[config.mk]
export PLATFORM = sky130hd
export DESIGN_NAME = apb_operand_bridge
export DESIGN_NICKNAME = d
export VERILOG_FILES = /design/src/rtl/apb_operand_bridge.sv
export SDC_FILE = /design/constraint.sdc
export NUM_CORES = 1
export LEC_CHECK = 0
export ABC_AREA = 1
export BUFFER_PORTS_ARGS = -buffer_cell sky130_fd_sc_hd__buf_4
export CORE_AREA = 2 2 170 172
export CTS_CLUSTER_SIZE = 28
export DETAILED_ROUTE_END_ITERATION = 8
export DIE_AREA = 0 0 172 174
export GPL_TIMING_DRIVEN = 0
export HOLD_SLACK_MARGIN = 0.15
export PLACE_DENSITY = 0.53
export SETUP_SLACK_MARGIN = 0.02
export SLEW_MARGIN = 20
export SYNTH_ARGS = -nofsm -noshare
export SYNTH_HDL_FRONTEND = slang
export SYNTH_SLANG_ARGS = --single-unit
export TNS_END_PERCENT = 1
[constraint.sdc]
create_clock -name clk_i -period 1.45 [get_ports clk_i]
set_input_delay 0.145 -clock clk_i [delete_from_list [all_inputs] [get_ports clk_i]]
set_output_delay 0.145 -clock clk_i [all_outputs]
set_load 0.01 [all_outputs]
[src/rtl/apb_operand_bridge.sv]
// APB3 slave in front of the operand banks A/B: bank writes, result/bank/control reads, engine start.
// Writes take zero wait states; reads take one wait state with registered prdata_o.
module apb_operand_bridge #(
  parameter int DATA_WIDTH = 32,
  parameter int BUS_WIDTH  = 64,
  parameter int ADDR_WIDTH = 32,
  localparam int MAX_DIM   = BUS_WIDTH / DATA_WIDTH,
  localparam int ROW_W     = (MAX_DIM > 1) ? $clog2(MAX_DIM) : 1
) (
  input  logic                  clk_i,
  input  logic                  rst_ni,
  input  logic                  psel_i,
  input  logic                  penable_i,
  input  logic                  pwrite_i,
  input  logic [ADDR_WIDTH-1:0] paddr_i,
  input  logic [BUS_WIDTH-1:0]  pwdata_i,
  input  logic [MAX_DIM-1:0]    pstrb_i,
  output logic [BUS_WIDTH-1:0]  prdata_o,
  output logic                  pready_o,
  output logic                  pslverr_o,
  output logic                  a_we_o,
  output logic                  b_we_o,
  output logic [ROW_W-1:0]      op_addr_o,
  output logic [BUS_WIDTH-1:0]  op_data_o,
  output logic [MAX_DIM-1:0]    op_strb_o,
  input  logic [BUS_WIDTH-1:0]  a_rdata_i,
  input  logic [BUS_WIDTH-1:0]  b_rdata_i,
  input  logic [BUS_WIDTH-1:0]  res_rdata_i,
  input  logic                  busy_i,
  input  logic                  done_i,
  output logic                  start_o
);

  localparam logic [1:0] ST_IDLE   = 2'd0;
  localparam logic [1:0] ST_ACCESS = 2'd1;
  localparam logic [1:0] ST_RDATA  = 2'd2;

  localparam logic [1:0] RG_CTRL = 2'b00;
  localparam logic [1:0] RG_A    = 2'b01;
  localparam logic [1:0] RG_B    = 2'b10;
  localparam logic [1:0] RG_RES  = 2'b11;

  logic [1:0]           state_q;
  logic [1:0]           region_q;
  logic [2:0]           row_q;
  logic [BUS_WIDTH-1:0] wdata_q;
  logic [MAX_DIM-1:0]   strb_q;
  logic                 write_q;
  logic                 err_q;
  logic                 done_q;

  logic                 setup;
  logic                 access;
  logic                 row_bad;
  logic                 start_req;
  logic                 err;
  logic                 wr_ok;
  logic                 done_clr;
  logic [BUS_WIDTH-1:0] rd_mux;

  logic unused_paddr;
  assign unused_paddr = ^{paddr_i[ADDR_WIDTH-1:8], paddr_i[2:0]};

  assign setup     = (state_q == ST_IDLE) && psel_i && !penable_i;
  // Dropping psel_i in ACCESS aborts: no handshake, no side effects.
  assign access    = (state_q == ST_ACCESS) && psel_i;
  assign row_bad   = (region_q != RG_CTRL) && (32'(row_q) >= MAX_DIM);
  assign start_req = write_q && (region_q == RG_CTRL) && strb_q[0] && wdata_q[0];
  assign err       = row_bad || (write_q && (region_q == RG_RES)) || (start_req && busy_i);
  assign wr_ok     = access && write_q && !err;
  assign done_clr  = wr_ok && (region_q == RG_CTRL) && strb_q[0] && wdata_q[2];

  assign a_we_o    = wr_ok && (region_q == RG_A);
  assign b_we_o    = wr_ok && (region_q == RG_B);
  assign pready_o  = (access && write_q) || (state_q == ST_RDATA);
  assign pslverr_o = (access && write_q && err) || ((state_q == ST_RDATA) && err_q);
  assign op_addr_o = row_q[ROW_W-1:0];
  assign op_data_o = wdata_q;
  assign op_strb_o = strb_q;

  always_comb begin
    rd_mux = '0;
    case (region_q)
      RG_CTRL: rd_mux[2:0] = {done_q, busy_i, 1'b0};
      RG_A:    rd_mux = a_rdata_i;
      RG_B:    rd_mux = b_rdata_i;
      default: rd_mux = res_rdata_i;
    endcase
  end

  always_ff @(posedge clk_i or negedge rst_ni) begin
    if (!rst_ni) begin
      state_q  <= ST_IDLE;
      region_q <= '0;
      row_q    <= '0;
      wdata_q  <= '0;
      strb_q   <= '0;
      write_q  <= 1'b0;
      err_q    <= 1'b0;
      prdata_o <= '0;
      start_o  <= 1'b0;
      done_q   <= 1'b0;
    end else begin
      start_o <= wr_ok && start_req;
      // A done_i pulse coincident with a clear must not be lost.
      if (done_i)        done_q <= 1'b1;
      else if (done_clr) done_q <= 1'b0;

      case (state_q)
        ST_IDLE: begin
          if (setup) begin
            state_q  <= ST_ACCESS;
            region_q <= paddr_i[7:6];
            row_q    <= paddr_i[5:3];
            wdata_q  <= pwdata_i;
            strb_q   <= pstrb_i;
            write_q  <= pwrite_i;
          end
        end
        ST_ACCESS: begin
          if (access && !write_q) begin
            state_q  <= ST_RDATA;
            err_q    <= err;
            prdata_o <= err ? '0 : rd_mux;
          end else begin
            state_q <= ST_IDLE;
          end
        end
        default: state_q <= ST_IDLE;
      endcase
    end
  end

endmodule

==> impl_metrics.ini <==
[status]
status = finished, violations left
violations = setup timing

[critical_path]
crit_fanout = 4
critPathArrivalTime_ns = 1.69
end_kind = output port
cp_data_required_time_ns = 1.31
reg2regPathDepth = 7
start_kind = flip-flop
path_class = flip-flop to output port

[sta]
finalSetupViolCount = 69
slew_headroom_pct = 62.0
fin_crit_ns = 1.84
finalCritPeriodShare_pct = 127
hold_violations = 0
slew_violations = 0
worst_slew_pin_slew_ns = 0.570
rsz0062_at_grt = yes
setup_ws_ns = -0.390
fmax_ghz = 0.543
setup-tns-final_ns = -10.57
skew_ns = 0.0129

[yosys]
netlist_area_mm2 = 0.00652
syn-num-nets = 1174
ys_seq_elements = 141
synth_top_cell_by_area = dfrtp_1
synth_warnings = 0
postSynthAreaPerCell_um2 = 7.44
synthCells = 877
synth.distinct_cells = 21
synth_area_leaders = dfrtp_1 (54%), nand2_1 (32%), nand3_1 (3.5%), buf_2 (1.8%), o21ai_1 (1.7%)
synthDominantCellAreaShare_pct = 54.1
yosysSeqAreaShare_pct = 54.1

[floorplanning]
io_pins = 433
core_mm2 = 0.0282
initial_core_util_pct = 23.1
die_w_um = 172
num_rows = 62
die_h_um = 174
dieArea_mm2 = 0.0299

[clocking]
clk_transition_reported_paths_ns = 0.06
cts_hold_buf = 264
h-tree-depth = 4
clock-root-buffer = clkbuf_16
clkSinkCount = 141
insertion_delay_ns = 0.42
clock_path_buffers = 2
numCtsBuffers = 17
cts_tree = done

[global_route]
antenna_found_initial = 0
grt_pass1_vias = 8757
busiest_layer = met2
track_usage_pct = 19.6
grt_pass1_wl_mm = 45.4
met1_usage_pct = 21.1
met2_usage_pct = 35.5
grt_max_degree = 79
globalRouteOverflowTotal = 0
grtUsageMet3_pct = 5.28

[worst_hold_path]
min_path_type = primary input to flip-flop
holdPathStages = 3

[pwr]
p_leak_nw = 7.14
power_density_mw_per_mm2 = 1120
power_mw = 15.2
ir_drop_mv = 0.627

[route]
dr.pass1.iters = 4
antenna_left = 0
post_drt_wl_per_cell_um = 15.3
viasPerCell = 4.25
wl_mm = 30.1
drtIter0Drc = 265
vias = 8378
drc = 0

[finish]
antenna_cells = 0
syn_to_final_growth_pct = 108
nets = 1871
finalInstanceArea_mm2 = 0.0135
utilization_pct = 47.9
drive_above_1_share_pct = 31.9

[place]
gp_congestion = 0.828
place_hpwl_mm = 20.2
post-place-ws_ns = -0.415
place_area_mm2 = 0.0101
port_buffers = 405

[flow_run]
maxCapViolations = 0
repair_timing:
| item | in CTS | in global routing |
|---|---|---|
| setup buffers | 8 | 0 |
| resized for setup | 46 | 18 |
| cloned | 0 | 0 |
| hold endpoints to repair | 209 | 1 |
| endpoints found under the setup margin | 118 | 141 |
| pin swaps | 4 | 0 |
per-stage QoR:
stage               std cells  hold WS (ns)
detailed placement       1667         0.119
global placement         1666         0.338
floorplan                 877        -0.151
CTS                      1971         0.135
finish                   1971         0.153
global route             1971         0.147
cell families (layout without fill, tap and decap cells):
logic type,count (synthesis),in the layout,share of synthesized area [%]
flip-flops,141,141,54.1
AND/OR/NAND/NOR,618,618,36.9
buffers and inverters,65,775,4.82
AO/OA/AOI/OAI,53,53,4.14
sequential cells by signal (all words and copies together), names as in the netlist:
signal     flops
start_o        1
region_q       2
op_strb_o      2
write_q        1
row_q          3
state_q        2
done_q         1
err_q          1
op_data_o     64
prdata_o      64
worst max-delay path: stages, from the launching register on:
cell,delay (ns)
dfrtp_2,0.46
nor2_4,0.13
nor2_1,0.07
nor2_4,0.11
nand2_1,0.07
inv_2,0.10
nand2_4,0.09
nor2_4,0.13
buf_6,0.11
worst paths after layout:
path,from,to,slack (ns)
min in group asynchronous,rst_ni,op_data_o[12],0.27
max reg2reg,region_q[1],prdata_o[41],-0.23
min reg2reg,op_data_o[25],op_data_o[25],0.48
max,region_q[0],a_we_o,-0.39
min,psel_i,state_q[1],0.15
max in group asynchronous,rst_ni,prdata_o[24],0.35
cells in the mapped netlist, drive strengths merged:
library cell,count
inv,18
o22ai,1
buf,31
o21ai,30
nor2,13
nand2,556
nand3,47
a21oi,22
nand4,2
dfrtp,141
clkbuf,16
routing by layer:
| layer | part of all wire, % | vias to the layer above |
|---|---|---|
| li1 | - | 4109 |
| met1 | 39 | 3847 |
| met2 | 50 | 355 |
| met3 | 7.9 | 67 |
| met4 | 3.6 | 0 |
| met5 | 0 | - |
layout make-up:
type | instances | area (um2)
sequential | 141 | 3530
clock buffer | 18 | 429
tap | 384 | 480
buffer | 47 | 322
fill | 2684 | 14700
multi-input combinational | 671 | 2750
clock inverter | 14 | 148
inverter | 18 | 80.1
timing repair buffer | 678 | 5800
power by group:
part | internal, mW | total [mW] | leakage, nW | switching, mW
Sequential | 4.84 | 5.39 | 1.81 | 0.545
Combinational | 2.83 | 5.42 | 5.06 | 2.59
Clock | 2.43 | 4.42 | 0.274 | 1.98
cell usage in the layout, fill, tap and decap left out, types with 2 or more instances in the layout:
| cell type | n |
|---|---|
| inv_6 | 5 |
| o21ai_0 | 8 |
| a21oi_1 | 20 |
| clkbuf_16 | 17 |
| inv_1 | 12 |
| clkbuf_2 | 6 |
| nand2_4 | 2 |
| clkbuf_1 | 8 |
| dfrtp_1 | 139 |
| clkbuf_4 | 5 |
| dlygate4sd3_1 | 264 |
| nor2_2 | 2 |
| nand3_1 | 45 |
| nor2_4 | 5 |
| dfrtp_2 | 2 |
| inv_2 | 3 |
| nand4_1 | 2 |
| nor2_1 | 6 |
| buf_2 | 14 |
| buf_6 | 9 |
| clkinvlp_4 | 3 |
| nand2_1 | 554 |
| clkinv_4 | 2 |
| inv_4 | 2 |
| o21ai_1 | 22 |
| inv_8 | 4 |
| buf_12 | 2 |
| buf_4 | 415 |
| a21oi_2 | 2 |
Note: power is estimated with default switching activity, not from simulation.
